==> src/rtl/div_iter_if.sv <==
// Handshake/operand bundle between the EX stage and the iterative divider.
interface div_iter_if;
  logic        signed_div_i;
  logic [31:0] opdata1_i;
  logic [31:0] opdata2_i;
  logic        start_i;
  logic        annul_i;
  logic [63:0] result_o;
  logic        ready_o;

  // EX stage side: issues requests, consumes {HI, LO}
  modport master (
    output signed_div_i, opdata1_i, opdata2_i, start_i, annul_i,
    input  result_o, ready_o
  );

  // Divider side
  modport slave (
    input  signed_div_i, opdata1_i, opdata2_i, start_i, annul_i,
    output result_o, ready_o
  );
endinterface

==> src/rtl/div_iter.sv <==
// Iterative 32-bit radix-2 restoring divider for div/divu.
// One quotient bit per cycle, fixed 32-cycle iteration, sign fixup on exit.
// result = {remainder, quotient} = {HI, LO}; all outputs registered.
module div_iter (
  input  logic       clk,
  input  logic       rst,
  div_iter_if.slave  bus
);

  typedef enum logic [1:0] {
    FREE   = 2'd0,
    BYZERO = 2'd1,
    ON     = 2'd2,
    END    = 2'd3
  } state_t;

  state_t      state, nxt;
  logic [5:0]  cnt;
  logic [31:0] quo;      // dividend shifts out the top, quotient bits enter at the bottom
  logic [31:0] rem;      // partial remainder, always < divisor between iterations
  logic [31:0] dsr;      // |divisor|
  logic        sgn;      // signed operation latched at start
  logic        sign1;    // dividend sign
  logic        sign2;    // divisor sign
  logic [63:0] result;
  logic        ready;

  logic        go;
  logic        dsr_zero;
  logic [31:0] abs1, abs2;
  logic [32:0] shifted;
  logic        fit;
  logic [31:0] diff;
  logic [31:0] quo_nxt, rem_nxt;
  logic [31:0] quo_fix, rem_fix;
  logic        last;

  assign go       = bus.start_i && !bus.annul_i;
  assign dsr_zero = (bus.opdata2_i == 32'd0);
  assign last     = (cnt == 6'd31);

  // Magnitudes of the incoming operands; 0x80000000 negates to itself and
  // is then simply read as unsigned 2^31.
  always_comb begin
    abs1 = bus.opdata1_i;
    abs2 = bus.opdata2_i;
    if (bus.signed_div_i && bus.opdata1_i[31]) abs1 = ~bus.opdata1_i + 32'd1;
    if (bus.signed_div_i && bus.opdata2_i[31]) abs2 = ~bus.opdata2_i + 32'd1;
  end

  // One restoring shift-subtract step plus the sign fixup used on the last step.
  // The true difference is below the divisor when it fits, so 32 bits suffice.
  always_comb begin
    shifted = {rem, quo[31]};
    fit     = (shifted >= {1'b0, dsr});
    diff    = shifted[31:0] - dsr;
    rem_nxt = fit ? diff : shifted[31:0];
    quo_nxt = {quo[30:0], fit};
    quo_fix = quo_nxt;
    rem_fix = rem_nxt;
    if (sgn && (sign1 ^ sign2)) quo_fix = ~quo_nxt + 32'd1;
    if (sgn && sign1)           rem_fix = ~rem_nxt + 32'd1;
  end

  // State register
  always_ff @(posedge clk or posedge rst) begin
    if (rst) state <= FREE;
    else     state <= nxt;
  end

  // Next-state logic; annul wins everywhere except END, where it is ignored
  always_comb begin
    nxt = state;
    case (state)
      FREE: begin
        if (go) nxt = dsr_zero ? BYZERO : ON;
      end
      BYZERO: begin
        nxt = bus.annul_i ? FREE : END;
      end
      ON: begin
        if (bus.annul_i) nxt = FREE;
        else if (last)   nxt = END;
      end
      END: begin
        if (!bus.start_i) nxt = FREE;
      end
      default: nxt = FREE;
    endcase
  end

  // Datapath: operand capture, iteration, result/ready registers
  always_ff @(posedge clk or posedge rst) begin
    if (rst) begin
      cnt    <= 6'd0;
      quo    <= 32'd0;
      rem    <= 32'd0;
      dsr    <= 32'd0;
      sgn    <= 1'b0;
      sign1  <= 1'b0;
      sign2  <= 1'b0;
      result <= 64'd0;
      ready  <= 1'b0;
    end else begin
      case (state)
        FREE: begin
          if (go && !dsr_zero) begin
            quo   <= abs1;
            rem   <= 32'd0;
            dsr   <= abs2;
            sgn   <= bus.signed_div_i;
            sign1 <= bus.opdata1_i[31];
            sign2 <= bus.opdata2_i[31];
            cnt   <= 6'd0;
          end
        end
        BYZERO: begin
          if (!bus.annul_i) begin
            result <= 64'd0;
            ready  <= 1'b1;
          end
        end
        ON: begin
          if (bus.annul_i) begin
            cnt <= 6'd0;
            quo <= 32'd0;
            rem <= 32'd0;
          end else begin
            quo <= quo_nxt;
            rem <= rem_nxt;
            cnt <= cnt + 6'd1;
            if (last) begin
              result <= {rem_fix, quo_fix};
              ready  <= 1'b1;
            end
          end
        end
        END: begin
          if (!bus.start_i) begin
            result <= 64'd0;
            ready  <= 1'b0;
            cnt    <= 6'd0;
          end
        end
        default: ;
      endcase
    end
  end

  assign bus.result_o = result;
  assign bus.ready_o  = ready;

endmodule

==> src/flat_wrapper.sv <==
// flat-port wrapper written by rule: the top's interface ports become plain ports
module div_iter_flat 
  (clk, rst, bus_signed_div_i, bus_opdata1_i, bus_opdata2_i, bus_start_i, bus_annul_i, bus_result_o, bus_ready_o);
  div_iter_if bus_i ();
  input  logic clk;
  input  logic rst;
  input wire logic [$bits(bus_i.signed_div_i)-1:0] bus_signed_div_i;
  input wire logic [$bits(bus_i.opdata1_i)-1:0] bus_opdata1_i;
  input wire logic [$bits(bus_i.opdata2_i)-1:0] bus_opdata2_i;
  input wire logic [$bits(bus_i.start_i)-1:0] bus_start_i;
  input wire logic [$bits(bus_i.annul_i)-1:0] bus_annul_i;
  output wire logic [$bits(bus_i.result_o)-1:0] bus_result_o;
  output wire logic [$bits(bus_i.ready_o)-1:0] bus_ready_o;
  assign bus_i.signed_div_i = bus_signed_div_i;
  assign bus_i.opdata1_i = bus_opdata1_i;
  assign bus_i.opdata2_i = bus_opdata2_i;
  assign bus_i.start_i = bus_start_i;
  assign bus_i.annul_i = bus_annul_i;
  assign bus_result_o = bus_i.result_o;
  assign bus_ready_o = bus_i.ready_o;
  div_iter u_core (.clk(clk), .rst(rst), .bus(bus_i));
endmodule
==> config.mk <==
export PLATFORM = sky130hd
export DESIGN_NAME = div_iter_flat
export DESIGN_NICKNAME = d
export VERILOG_FILES = /design/src/rtl/div_iter_if.sv /design/src/rtl/div_iter.sv /design/src/flat_wrapper.sv
export SDC_FILE = /design/constraint.sdc
export NUM_CORES = 1
export LEC_CHECK = 0
export ABC_AREA = 1
export CAP_MARGIN = 20
export CELL_PAD_IN_SITES_DETAIL_PLACEMENT = 1
export CELL_PAD_IN_SITES_GLOBAL_PLACEMENT = 1
export CORE_UTILIZATION = 35
export CTS_CLUSTER_DIAMETER = 200
export DETAILED_ROUTE_END_ITERATION = 10
export PLACE_DENSITY_LB_ADDON = 0.1
export SLEW_MARGIN = 20
export SYNTH_ARGS = -nofsm -noshare
export SYNTH_HDL_FRONTEND = slang
export SYNTH_SLANG_ARGS = --single-unit
==> constraint.sdc <==
create_clock -name clk -period 8.44 [get_ports clk]
set_clock_uncertainty 0.2 [all_clocks]
set_input_delay 1.688 -clock clk [delete_from_list [all_inputs] [get_ports clk]]
set_output_delay 1.688 -clock clk [all_outputs]
set_load 0.05 [all_outputs]
==> flow_summary.yaml, run 1 <==
floorplanning:
  start_util_pct: 35.8
  core_area_um2: 36900
  die_area_um2: 38500
  die_w_um: 196
  io_pins: 134
  die_h_um: 196
  std_cell_rows: 70
cts:
  cts.path.max_buffers: 2
  cts-resized-gates: 0
  cts_max_level: 4
  cts_buffers: 17
  post_cts_buffers: 0
  clk_pin_slew_worst_paths_ps: 70
  cts_tree: "done"
  cts_root_buf: "clkbuf_16"
  insertion_delay_ps: 460
  cts_hold_buf: 0
  cts_sinks: 172
timing:
  setup_viol: 0
  timing.final.max_slew_violations: 0
  fin_crit_sh_pct: 74.9
  rsz0062_at_grt: "false"
  fin_tns_setup_ps: 0
  hold_slack_ps: 276
  slew_headroom_pct: 35.5
  hold_viol: 0
  max_freq_ghz: 0.158
  min_period_ps: 6320
  tightest_slew_ps: 967
critical_path:
  start_kind: "input port"
  cp_data_required_time_ps: 8600
  worstSetupPathType: "in -> reg"
  endpoint_kind: "register"
  slowest_stage: "nor2_2"
  path_max_fanout: 49
  crit_arrival_ps: 6480
  crit_buf_inv: 8
  crit_chain: "clkdlybuf4s50_1, inv_1, ha_1, nand3_1, nor3_2, inv_1, nor2_1, a31oi_1, inv_1, nor2_2, inv_2, nand2_1, buf_4, inv_2, nor2_1, inv_2, o21ai_0"
  path_delay_family: "buffers and inverters"
  max_stage_delay_ps: 730
logic_synthesis:
  synth_top_area_share_pct: 32.6
  syn-num-nets: 2180
  synthesis.area_um2: 13200
  synth_seq_area_share_pct: 32.6
  avgSynthCellArea_um2: 6.39
  synth-edff-count: 0
  synth_common_cells: "670 x nand2_1, 289 x inv_1, 198 x nor2_1"
  synth_seq_cells: 172
  synth.most_common_cell: "nand2_1"
  synth_ff_type: "dfrtp_1"
  ys_types: 54
  synthArstFlopShare_pct: 100
  synthTopCellsByArea: "dfrtp_1 33%, nand2_1 19%, inv_1 8.2%, nand3_1 6.1%, nor2_1 5.6%"
  yosysTopAreaCell: "dfrtp_1"
  netlist_instances: 2068
  ys_warn_count: 0
placement:
  portBuffers: 133
  placed_area_um2: 15000
  dpl.hpwl_um: 39600
  gp_congestion: 0.927
global_routing:
  grt_pass1_vias: 14500
  grt_start_max_net_pins: 69
  grt_first_pass_wirelength_um: 79100
  grt_usage_pct: 26.8
  grt_antenna_before_repair: 1
  grt_overflow: 0
final_layout:
  final_area_um2: 15600
  multi_input_area_um2: 7530
  fin_nets: 2279
  seq_area_um2: 4300
  num_antenna_cells: 0
  synthToLayoutAreaGrowth_pct: 18.1
  fillCellCount: 4861
  drive_above_1_share_pct: 4.27
detailed_routing:
  avgViaCountPerCell: 5.16
  num_vias: 13900
  wl_um: 49900
  drc: 0
  antenna_left: 0
  drt_pre_antenna_iters: 6
  routedWlPerCell_um: 18.6
  drt_iter0_markers: 752
min_path:
  hold_class: "reg -> reg"
outcome:
  status: "finished, final reports clean"
job:
  cap_violations: 0
final timing paths:
path,from,endpoint,slack [ps],depth (start not counted)
setup / recovery,bus_opdata2_i[0],u_core.rem[16],2120,17
hold / removal,u_core.bus.result_o[55],u_core.bus.result_o[55],280,2
setup reg to reg,u_core.dsr[23],u_core.bus.result_o[28],3040,30
hold reg to reg,u_core.bus.result_o[55],u_core.bus.result_o[55],280,2
max in group asynchronous,rst,u_core.bus.result_o[26],5370,3
min in group asynchronous,rst,u_core.bus.result_o[58],1420,2
worst min-delay path, delay by kind of cell (launching register included):
family	cells	cell delay (ps)
AND/OR/NAND/NOR	2	100
flip-flops	1	340
cell type report:
type | count | area share (%)
clock buffers | 17 | 2.73
clock inverters | 15 | 1.09
inverters | 297 | 7.18
multi-input cells | 1535 | 48.3
flip-flops and latches | 172 | 27.6
well taps | 504 | 4.04
repair buffers | 144 | 9.07
cells in the final DEF (no fill, tap or decap), drive strengths merged, types with 4 or more instances in the layout:
cell type      synthesis  routed
nand2                681     681
o221ai                11      11
a21oi                 77      77
nand3b                 8       8
o31ai                  6       6
clkdlybuf4s50          0     133
ha                    42      42
o21ai                144     144
buf                   15      11
o211ai                 5       5
xor2                  44      44
inv                  295     305
a22oi                  8       8
clkbuf                49      17
xnor2                 15      15
and2                   5       5
clkinv                 2       4
nor3                  33      33
nor4                   9       9
nand4                 24      24
nand3                164     164
or2                    4       4
o22ai                 20      20
nor2                 210     210
dfrtp                172     172
cell families after synthesis:
| kind of cell | after synthesis | share of synthesized area, % |
|---|---|---|
| compound gates | 292 | 12.7 |
| xor+xnor | 59 | 3.91 |
| fa+ha+maj | 43 | 4.13 |
| buf+inv | 361 | 10.5 |
| flops | 172 | 32.6 |
| simple gates | 1141 | 36.1 |
state kept, by name (all words and copies together), names as in the netlist:
register,count
u_core.sign2,1
u_core.dsr,32
u_core.rem,32
u_core.sgn,1
u_core.bus.ready_o,1
u_core.quo,32
u_core.cnt,6
u_core.sign1,1
u_core.bus.result_o,64
u_core.state,2
metal layers:
metal	global-route usage (%)	routed length, um	part of all wire [%]
met1	33.3	22200	45
met2	47.3	24600	49
met3	3.15	1410	2.8
met4	10.0	1660	3.3
met5	0	0	0
stage by stage:
| stage | utilization (%) | setup slack (ps) | std cells |
|---|---|---|---|
| floorplan | - | 1890 | 2068 |
| detailed placement | 40.7 | 1650 | 2652 |
| global route | 42.3 | 1530 | 2684 |
| CTS | 42.3 | 2120 | 2684 |
| finish | 42.3 | 2120 | 2684 |
| global placement | 40.7 | 1810 | 2652 |
Power of run 1 is left out: the tool's default activity adds up to more than one toggle a clock period on the data nets, which glitch-free logic cannot reach.
==> run 2: changes to the inputs <==
==> constraint.sdc (replaced) <==
create_clock -name clk -period 5.45 [get_ports clk]
set_clock_uncertainty 0.2 [all_clocks]
set_input_delay 1.09 -clock clk [delete_from_list [all_inputs] [get_ports clk]]
set_output_delay 1.09 -clock clk [all_outputs]
set_load 0.05 [all_outputs]
==> flow_summary.yaml, run 2 (synthesized netlist as in run 1, its figures left out) <==
detailed_routing:
  antenna_left: 0
  drc: 0
  drt_pre_antenna_iters: 4
  wl_um: 52100
  avgViaCountPerCell: 5.15
  num_vias: 13900
  routedWlPerCell_um: 19.4
  drt_iter0_markers: 757
global_routing:
  grt_pass1_vias: 14600
  grt_start_max_net_pins: 109
  grt_busiest_layer: "met2"
  grt_first_pass_wirelength_um: 82300
  grt_overflow: 0
  met2_usage_pct: 50.2
  use_met1_pct: 34.6
  grt_usage_pct: 28.0
  grt_antenna_before_repair: 3
  grt_use_met3_pct: 3.58
floorplanning:
  die_area_um2: 38500
  die_h_um: 196
  io_pins: 134
  core_area_um2: 36900
  std_cell_rows: 70
  die_w_um: 196
  start_util_pct: 35.8
placement:
  portBuffers: 133
  dpl.hpwl_um: 41500
  placed_area_um2: 15100
  dp_cells: 2658
  gp_congestion: 0.929
critical_path:
  path_max_fanout: 7
  crit_arrival_ps: 4820
  crit_top_cell: "nand2_1"
  slowest_stage: "dfrtp_1"
  max_stage_delay_ps: 450
  cp_data_required_time_ps: 5640
  worstSetupPathType: "reg -> reg"
  endpoint_kind: "register"
  start_kind: "register"
min_path:
  hold_class: "reg -> reg"
final_layout:
  seq_area_um2: 4300
  multi_input_area_um2: 7530
  final_common_cell: "nand2_1"
  synthToLayoutAreaGrowth_pct: 18.7
  stdcell_count: 2692
  mostFrequentLayoutCells: "670 x nand2_1, 287 x inv_1, 195 x nor2_1, 172 x dfrtp_1, 160 x nand3_1"
  final_area_um2: 15700
  fin_nets: 2286
  fillCellCount: 4847
  drive_above_1_share_pct: 4.48
  largest_reg_flops: 64
timing:
  slew_headroom_pct: 33.7
  max_freq_ghz: 0.216
  setup_viol: 0
  timing.final.max_slew_violations: 0
  fin_tns_setup_ps: 0
  fin_crit_sh_pct: 85.0
  hold_viol: 0
  tightest_slew_ps: 995
  rsz0062_at_grt: "false"
  min_period_ps: 4630
  hold_slack_ps: 275
cts:
  cts.path.max_buffers: 2
  cts_tree: "done"
  cts_sinks: 172
  post_cts_buffers: 0
  cts_root_buf: "clkbuf_16"
  cts_buffers: 17
  cts_max_level: 4
  clk_pin_slew_worst_paths_ps: 80
  cts_hold_buf: 0
  insertion_delay_ps: 470
  cts-resized-gates: 0
outcome:
  status: "finished, final reports clean"
job:
  cap_violations: 0
-- run 2: cell types whose count changed in the layout (fill, tap and decap cells not counted), moves of 2 or more --
cell / change
inv_6: -2
buf_4: +5
bufinv_16: +2
inv_8: -3
-- run 2: metrics by stage --
stage                     utilization, %  worst slack [ps]
after detailed placement            40.8               881
after floorplan                        -              1620
after CTS                           42.5               836
after global placement              40.8               906
final                               42.5               815
after global routing                42.5               372
-- run 2: cell type report --
class	instances	area share [%]
Timing Repair Buffer	151	9.42
Clock inverter	13	1.13
Antenna cell	1	0.0160
Multi-Input combinational cell	1535	48.0
Inverter	297	7.13
Sequential cell	172	27.5
Tap cell	504	4.02
Clock buffer	19	2.83
-- run 2: per-layer routing --
| layer | vias up | wire length [um] |
|---|---|---|
| li1 | 6808 | - |
| met1 | 6774 | 23100 |
| met2 | 209 | 26200 |
| met3 | 64 | 1350 |
| met4 | 4 | 1390 |
| met5 | - | 23 |
-- run 2: final timing paths --
| check | to | cells past startpoint | from | slack, ps |
|---|---|---|---|---|
| max in group asynchronous | u_core.dsr[9] | 3 | rst | 3250 |
| max | u_core.bus.result_o[28] | 29 | u_core.rem[5] | 820 |
| max reg2reg | u_core.bus.result_o[28] | 29 | u_core.rem[5] | 820 |
| min | u_core.cnt[5] | 1 | u_core.cnt[5] | 280 |
| min reg2reg | u_core.cnt[5] | 1 | u_core.cnt[5] | 280 |
| min in group asynchronous | u_core.bus.result_o[62] | 3 | rst | 910 |
-- run 2: worst max-delay path, delay by kind of cell (launching register included) --
family	cells	cell delay [ps]
AND/OR/NAND/NOR	20	2360
adder cells (fa/ha/maj)	2	580
buffers and inverters	5	540
AO/OA/AOI/OAI	2	480
flip-flops	1	450
Power of run 2 is left out for the same reason.
==> run 3: changes to the inputs <==
--- a/config.mk
+++ b/config.mk
@@ -12,6 +12,7 @@
 export CORE_UTILIZATION = 35
 export CTS_CLUSTER_DIAMETER = 200
 export DETAILED_ROUTE_END_ITERATION = 10
+export GPL_ROUTABILITY_DRIVEN = 1
 export PLACE_DENSITY_LB_ADDON = 0.1
 export SLEW_MARGIN = 20
 export SYNTH_ARGS = -nofsm -noshare
==> results of run 3 <==
The final DEF is identical to that of run 2; final timing and power are the same.
Power of run 3 is left out for the same reason.
